--- src/rtl/imem_pkg.sv ---
// ---------------------------------------------------------------------------
// imem_pkg : shared types and constants for the loadable instruction memory
// Rev 1.0
// ---------------------------------------------------------------------------
`default_nettype none

package imem_pkg;

  typedef enum logic [1:0] {
    RUN  = 2'd0,
    LOAD = 2'd1,
    PAD  = 2'd2,
    DONE = 2'd3
  } state_e;

  // MOV R0,R0
  localparam logic [31:0] C_NOP_WORD = 32'hE1A00000;

  typedef logic [1:0] lane_t;

  function automatic int idx_width(input int depth);
    return $clog2(depth);
  endfunction

endpackage

`default_nettype wire

--- src/rtl/imem_loadable_if.sv ---
// ---------------------------------------------------------------------------
// imem_loadable_if : fetch port and byte-serial boot-load port bundle
// Rev 1.0
// ---------------------------------------------------------------------------
`default_nettype none

interface imem_loadable_if #(
  parameter int ADDR_W = 32
) ();

  logic              fetch_req;
  logic [ADDR_W-1:0] fetch_addr;
  logic              stall;
  logic              flush;
  logic              fetch_valid;
  logic [31:0]       fetch_data;
  logic              fetch_err;
  logic              load_start;
  logic              load_valid;
  logic [7:0]        load_byte;
  logic              load_last;
  logic              load_ready;
  logic              load_done;
  logic              busy;

  modport master (
    output fetch_req, fetch_addr, stall, flush,
    output load_start, load_valid, load_byte, load_last,
    input  fetch_valid, fetch_data, fetch_err,
    input  load_ready, load_done, busy
  );

  modport slave (
    input  fetch_req, fetch_addr, stall, flush,
    input  load_start, load_valid, load_byte, load_last,
    output fetch_valid, fetch_data, fetch_err,
    output load_ready, load_done, busy
  );

endinterface

`default_nettype wire

--- src/rtl/imem_byte_packer.sv ---
// ---------------------------------------------------------------------------
// imem_byte_packer : assembles little-endian bytes into 32-bit words
// Rev 1.0
// ---------------------------------------------------------------------------
`default_nettype none

module imem_byte_packer
  import imem_pkg::*;
(
  input  logic        clk,
  input  logic        rst_n,
  input  logic [7:0]  data_i,
  input  logic        valid_i,
  input  logic        last_i,
  input  logic        clear_i,
  output logic [31:0] word_o,
  output logic        wstrb_o,
  output logic        pad_req_o
);

  lane_t       lane_q;
  logic [31:0] word_q;
  logic [31:0] w_merged;

  always_comb begin
    w_merged = word_q;
    if (valid_i) begin
      w_merged[{lane_q, 3'b000} +: 8] = data_i;
    end
  end

  assign word_o    = w_merged;
  assign wstrb_o   = valid_i && (lane_q == 2'd3);
  assign pad_req_o = valid_i && last_i && (lane_q != 2'd3);

  // Word register returns to zero after each full word so a padded word has clean upper bytes
  always_ff @(posedge clk or negedge rst_n) begin
    if (!rst_n) begin
      lane_q <= '0;
      word_q <= '0;
    end else if (clear_i) begin
      lane_q <= '0;
      word_q <= '0;
    end else if (valid_i) begin
      if (lane_q == 2'd3) begin
        lane_q <= '0;
        word_q <= '0;
      end else begin
        lane_q <= lane_q + 2'd1;
        word_q <= w_merged;
      end
    end
  end

endmodule

`default_nettype wire

--- src/rtl/imem_loadable.sv ---
// ---------------------------------------------------------------------------
// imem_loadable : registered-read instruction memory with byte-serial loader
// Rev 1.0
// ---------------------------------------------------------------------------
`default_nettype none

module imem_loadable
  import imem_pkg::*;
#(
  parameter int          DEPTH    = 64,
  parameter int          ADDR_W   = 32,
  parameter logic [31:0] NOP_WORD = C_NOP_WORD
) (
  input  logic            clk,
  input  logic            rst_n,
  imem_loadable_if.slave  bus
);

  localparam int IDX_W = idx_width(DEPTH);
  localparam int CNT_W = IDX_W + 1;
  localparam logic [CNT_W-1:0]  C_DEPTH_CNT  = CNT_W'(DEPTH);
  localparam logic [ADDR_W-1:0] C_DEPTH_ADDR = ADDR_W'(DEPTH);

  logic [31:0] mem [DEPTH];

  state_e           state_q, state_d;
  logic [CNT_W-1:0] cnt_q, cnt_d;
  logic [CNT_W-1:0] w_cnt_inc;
  logic             fv_q, fv_d;
  logic [31:0]      fd_q, fd_d;
  logic             fe_q, fe_d;

  logic        w_load_ready;
  logic        w_pk_valid;
  logic        w_pk_clear;
  logic [31:0] w_pk_word;
  logic        w_pk_wstrb;
  logic        w_pk_pad;
  logic        w_mem_we;
  logic        w_bad_addr;

  assign w_cnt_inc    = cnt_q + CNT_W'(1);
  assign w_load_ready = (state_q == LOAD) && (cnt_q < C_DEPTH_CNT);
  assign w_pk_valid   = bus.load_valid && w_load_ready;
  assign w_bad_addr   = (|bus.fetch_addr[1:0]) || ((bus.fetch_addr >> 2) >= C_DEPTH_ADDR);

  imem_byte_packer u_packer (
    .clk       (clk),
    .rst_n     (rst_n),
    .data_i    (bus.load_byte),
    .valid_i   (w_pk_valid),
    .last_i    (bus.load_last),
    .clear_i   (w_pk_clear),
    .word_o    (w_pk_word),
    .wstrb_o   (w_pk_wstrb),
    .pad_req_o (w_pk_pad)
  );

  always_comb begin
    state_d    = state_q;
    cnt_d      = cnt_q;
    w_mem_we   = 1'b0;
    w_pk_clear = 1'b0;
    case (state_q)
      RUN: begin
        if (bus.load_start) begin
          state_d    = LOAD;
          cnt_d      = '0;
          w_pk_clear = 1'b1;
        end
      end
      LOAD: begin
        if (w_pk_wstrb) begin
          w_mem_we = 1'b1;
          cnt_d    = w_cnt_inc;
          if (bus.load_last || (w_cnt_inc == C_DEPTH_CNT)) begin
            state_d = DONE;
          end
        end else if (w_pk_pad) begin
          state_d = PAD;
        end
      end
      PAD: begin
        // Packer already holds the partial word with zeroed upper bytes
        w_mem_we   = 1'b1;
        cnt_d      = w_cnt_inc;
        w_pk_clear = 1'b1;
        state_d    = DONE;
      end
      DONE:    state_d = RUN;
      default: state_d = RUN;
    endcase
  end

  // Fetch priority: flush > stall > load_start > fetch_req
  always_comb begin
    fv_d = fv_q;
    fd_d = fd_q;
    fe_d = fe_q;
    if (state_q == RUN) begin
      if (bus.flush) begin
        fv_d = 1'b0;
        fd_d = NOP_WORD;
        fe_d = 1'b0;
      end else if (bus.stall) begin
        fv_d = fv_q;
      end else if (bus.load_start) begin
        fv_d = 1'b0;
        fe_d = 1'b0;
      end else if (bus.fetch_req) begin
        fv_d = 1'b1;
        if (w_bad_addr) begin
          fd_d = NOP_WORD;
          fe_d = 1'b1;
        end else begin
          fd_d = mem[bus.fetch_addr[IDX_W+1:2]];
          fe_d = 1'b0;
        end
      end else begin
        fv_d = 1'b0;
        fe_d = 1'b0;
      end
    end
  end

  always_ff @(posedge clk or negedge rst_n) begin
    if (!rst_n) begin
      state_q <= RUN;
      cnt_q   <= '0;
      fv_q    <= 1'b0;
      fd_q    <= NOP_WORD;
      fe_q    <= 1'b0;
    end else begin
      state_q <= state_d;
      cnt_q   <= cnt_d;
      fv_q    <= fv_d;
      fd_q    <= fd_d;
      fe_q    <= fe_d;
    end
  end

  always_ff @(posedge clk) begin
    if (w_mem_we) begin
      mem[cnt_q[IDX_W-1:0]] <= w_pk_word;
    end
  end

  assign bus.fetch_valid = fv_q;
  assign bus.fetch_data  = fd_q;
  assign bus.fetch_err   = fe_q;
  assign bus.load_ready  = w_load_ready;
  assign bus.load_done   = (state_q == DONE);
  assign bus.busy        = (state_q != RUN);

endmodule

`default_nettype wire

--- src/flat_wrapper.sv ---
// flat-port wrapper written by rule: the top's interface ports become plain ports
module imem_loadable_flat import imem_pkg::*;
#(
  parameter int          DEPTH    = 64,
  parameter int          ADDR_W   = 32,
  parameter logic [31:0] NOP_WORD = C_NOP_WORD
)
  (clk, rst_n, bus_fetch_req, bus_fetch_addr, bus_stall, bus_flush, bus_load_start, bus_load_valid, bus_load_byte, bus_load_last, bus_fetch_valid, bus_fetch_data, bus_fetch_err, bus_load_ready, bus_load_done, bus_busy);
  imem_loadable_if #(.ADDR_W(ADDR_W)) bus_i ();
  input  logic clk;
  input  logic rst_n;
  input wire logic [$bits(bus_i.fetch_req)-1:0] bus_fetch_req;
  input wire logic [$bits(bus_i.fetch_addr)-1:0] bus_fetch_addr;
  input wire logic [$bits(bus_i.stall)-1:0] bus_stall;
  input wire logic [$bits(bus_i.flush)-1:0] bus_flush;
  input wire logic [$bits(bus_i.load_start)-1:0] bus_load_start;
  input wire logic [$bits(bus_i.load_valid)-1:0] bus_load_valid;
  input wire logic [$bits(bus_i.load_byte)-1:0] bus_load_byte;
  input wire logic [$bits(bus_i.load_last)-1:0] bus_load_last;
  output wire logic [$bits(bus_i.fetch_valid)-1:0] bus_fetch_valid;
  output wire logic [$bits(bus_i.fetch_data)-1:0] bus_fetch_data;
  output wire logic [$bits(bus_i.fetch_err)-1:0] bus_fetch_err;
  output wire logic [$bits(bus_i.load_ready)-1:0] bus_load_ready;
  output wire logic [$bits(bus_i.load_done)-1:0] bus_load_done;
  output wire logic [$bits(bus_i.busy)-1:0] bus_busy;
  assign bus_i.fetch_req = bus_fetch_req;
  assign bus_i.fetch_addr = bus_fetch_addr;
  assign bus_i.stall = bus_stall;
  assign bus_i.flush = bus_flush;
  assign bus_i.load_start = bus_load_start;
  assign bus_i.load_valid = bus_load_valid;
  assign bus_i.load_byte = bus_load_byte;
  assign bus_i.load_last = bus_load_last;
  assign bus_fetch_valid = bus_i.fetch_valid;
  assign bus_fetch_data = bus_i.fetch_data;
  assign bus_fetch_err = bus_i.fetch_err;
  assign bus_load_ready = bus_i.load_ready;
  assign bus_load_done = bus_i.load_done;
  assign bus_busy = bus_i.busy;
  imem_loadable #(.DEPTH(DEPTH), .ADDR_W(ADDR_W), .NOP_WORD(NOP_WORD)) u_core (.clk(clk), .rst_n(rst_n), .bus(bus_i));
endmodule
--- config.mk ---
export PLATFORM = sky130hd
export DESIGN_NAME = imem_loadable_flat
export DESIGN_NICKNAME = d
export VERILOG_FILES = /design/src/rtl/imem_pkg.sv /design/src/rtl/imem_loadable_if.sv /design/src/rtl/imem_byte_packer.sv /design/src/rtl/imem_loadable.sv /design/src/flat_wrapper.sv
export SDC_FILE = /design/constraint.sdc
export NUM_CORES = 2
export LEC_CHECK = 0
export CAP_MARGIN = 20
export CORE_UTILIZATION = 29
export CTS_CLUSTER_DIAMETER = 30
export DETAILED_ROUTE_END_ITERATION = 16
export PLACE_DENSITY = 0.51
export RECOVER_POWER = 100
export SYNTH_ARGS = -nofsm -noshare
export SYNTH_HDL_FRONTEND = slang
export SYNTH_SLANG_ARGS = --single-unit
export TNS_END_PERCENT = 1
--- constraint.sdc ---
create_clock -name clk -period 12.6 [get_ports clk]
set_input_delay 3.15 -clock clk [delete_from_list [all_inputs] [get_ports clk]]
set_output_delay 3.15 -clock clk [all_outputs]
set_load 0.01 [all_outputs]
==> flow_summary.yaml <==
outcome:
  outcome: "complete, but fails checks"
  violations: "max-capacitance violations, max-slew violations"
cts:
  clockBufferDepth: 4
  cts_root_buf: "clkbuf_16"
  clk_pin_slew_ps: 40
  cts_tree: "built"
  postCtsResizedCells: 0
  h-tree-depth: 5
  clock_sink_count: 2125
  hold_buffers: 0
  clk_latency_ps: 980
  cts_buffers: 459
  post_cts_buffers: 0
placement:
  hpwlAfterDp_mm: 133.8
  place_inst: 7694
  io_buffers: 84
  place_area_sq_mm: 0.08911
  preCtsSetupSlack_ps: 5230
  gp_congestion: 0.7912
sta:
  worst_pin_slew_ps: 4179
  period_needed_ps: 9365
  fmax_mhz: 106.8
  setup_slack_ps: 3235
  hold_viol_final: 0
  drv_slew: 3645
  setup_violations: 0
  slew_headroom_pct: -178.6
  finClkSkew_ps: 91.40
  min_period_over_period_pct: 74.32
  fin_setup_tns_ps: 0
  rsz0062_at_grt: "no"
  hold_slack_ps: 485.6
routing:
  route.top_layer_used: "met4"
  first_pass_iters: 5
  post_drt_wl_per_cell_microns: 28.55
  viasPerCell: 5.041
  initialDrtViolationCount: 4872
  routed_wl_mm: 244.0
  ant_nets: 0
  met1Wirelength_mm: 105.6
  wl_met3_mm: 18.59
  drc: 0
  wl_met2_mm: 113.9
  vias: 43080
pwr:
  totalPowerFinal_mw: 20.97
  p_per_area_mw_per_mm2: 201.4
  p_leak_nw: 31.98
  irDropWorstVdd_uv: 153.3
cells_and_area:
  layout_common_cells: "edfxtp_1, mux4_2, clkbuf_16"
  final_common_cell: "edfxtp_1"
  fin_util_pct: 36.79
  multi_input_area_sq_mm: 0.01851
  area_growth_pct: 25.82
  final_cells: 8546
  drive_gt1_share_pct: 28.29
  layout.nets: 4474
  final_area_sq_mm: 0.1041
  fillCellCount: 25900
  register_area_sq_mm: 0.06343
logic_synthesis:
  yosys_warnings: 0
  synth_ff_type: "edfxtp_1"
  synthArstFlopShare_pct: 3.624
  synth_nets: 3992
  seq_area_frac_synth_pct: 76.64
  ys_ff_latch: 2125
  ys_types: 66
  synth_cells: 3933
  synth-edff-count: 2048
  synth_area_sq_mm: 0.08276
  avgSynthCellArea_sq_um: 21.04
global_routing:
  grtUsageTotal_pct: 16.83
  antenna_found_initial: 13
  grt_max_degree: 82
  grt-ovfl-total: 0
  grt_pass1_wl_mm: 342.8
  grt_pass1_vias: 44660
setup_path:
  path_class: "in2reg"
  arrival_ps: 9590
  rr_worst_depth: 7
  r2r_start: "u_core.state_q[1]"
  worst-path-max-fanout: 64
  end_kind: "flop"
  cp-start-kind: "input pin"
  required_ps: 12820
  crit_start: "bus_load_valid"
min_path:
  hold_start: "u_core.u_packer.word_q[15]"
  hold_depth: 1
  hp-class: "reg2reg"
floorplan:
  ioPinCount: 85
  coreArea_sq_mm: 0.2830
  dieArea_sq_mm: 0.2875
  fp.dieW_microns: 536.2
  start_util_pct: 29.24
  die_h_microns: 536.2
  rows: 195
flow_run:
  max-cap-violations: 106
==> worst max-delay path, stage by stage <==
cell	delay (ps)
dlygate4sd3_1	590
and3b_1	170
clkbuf_1	1490
nand2_1	1080
o21ai_0	490
clkbuf_1	2490
==> sequential cells by signal (all words and copies together), names as in the netlist <==
| name | cells |
|---|---|
| u_core.bus.fetch_data | 32 |
| u_core.state_q | 2 |
| u_core.bus.fetch_valid | 1 |
| u_core.bus.fetch_err | 1 |
| u_core.u_packer.word_q | 32 |
| u_core.mem | 2048 |
| u_core.cnt_q | 7 |
| u_core.u_packer.lane_q | 2 |
==> layout make-up <==
| cell class | instances | share of cell area [%] |
|---|---|---|
| flip-flops and latches | 2125 | 60.92 |
| multi-input cells | 1575 | 17.78 |
| clock buffers | 530 | 11.45 |
| well taps | 3743 | 4.497 |
| clock inverters | 312 | 3.600 |
| repair buffers | 245 | 1.703 |
| inverters | 9 | 0.03244 |
| diodes | 7 | 0.01682 |
==> metal layers <==
layer,up-vias,global-route usage (%)
met5,-,0
met4,0,4.830
met3,368,3.513
met2,1831,26.53
met1,23290,23.39
li1,17600,-
==> cells in the mapped netlist, types with 6 or more instances <==
cell type / instances / area, sq um
a221oi_1: 13 / 113.9
nand2b_1: 8 / 50.05
a31oi_1: 25 / 156.4
buf_1: 15 / 56.30
edfxtp_1: 2048 / 61500
nor2_1: 113 / 424.2
nand3_1: 45 / 225.2
o311ai_0: 12 / 105.1
nand2_1: 226 / 848.3
dfrtp_1: 71 / 1777
o221ai_1: 7 / 61.31
dfstp_2: 6 / 157.7
a2111oi_0: 7 / 61.31
mux2i_1: 180 / 1802
ha_1: 11 / 137.6
inv_1: 8 / 30.03
clkbuf_1: 62 / 232.7
a21oi_1: 68 / 340.3
nor3_1: 9 / 45.04
o21ai_1: 11 / 55.05
a22o_1: 14 / 122.6
buf_6: 25 / 281.5
o211a_1: 11 / 110.1
buf_2: 74 / 370.4
mux2_2: 29 / 326.6
buf_4: 47 / 352.8
mux4_2: 479 / 10790
o22ai_1: 7 / 43.79
a22oi_1: 33 / 247.7
o211ai_1: 21 / 157.7
a211oi_1: 30 / 225.2
a32o_1: 32 / 320.3
o2111ai_1: 6 / 52.55
o21ai_0: 70 / 350.3
nor2b_1: 42 / 262.8
nor4_1: 6 / 37.54
==> power by group <==
part / total [mW] / internal, mW / switching [mW]
combinational: 1.02 / 0.292 / 0.728
sequential: 7.91 / 7.88 / 0.0342
clock: 12.0 / 8.29 / 3.75
total: 21.0 / 16.5 / 4.51
==> logic make-up (layout without fill, tap and decap cells) <==
| group | count (synthesis) | in the layout | share of synthesized area [%] |
|---|---|---|---|
| mux | 691 | 691 | 15.70 |
| fa+ha+maj | 11 | 11 | 0.1663 |
| other cells | 0 | 7 | 0 |
| compound gates | 383 | 383 | 3.217 |
| buf+inv | 233 | 1096 | 1.622 |
| flops | 2125 | 2125 | 76.64 |
| simple gates | 489 | 489 | 2.638 |
| xor+xnor | 1 | 1 | 0.01058 |
==> final timing paths <==
kind                                         endpoint  slack, ps
setup / recovery                   u_core.mem[16][21]       3240
setup reg to reg                   u_core.mem[16][21]       5290
hold / removal             u_core.u_packer.word_q[15]        490
max in group asynchronous    u_core.bus.fetch_data[2]       4610
min in group asynchronous  u_core.u_packer.word_q[19]       2650
hold reg to reg            u_core.u_packer.word_q[15]        490
Power figures use the tool's default switching activity.
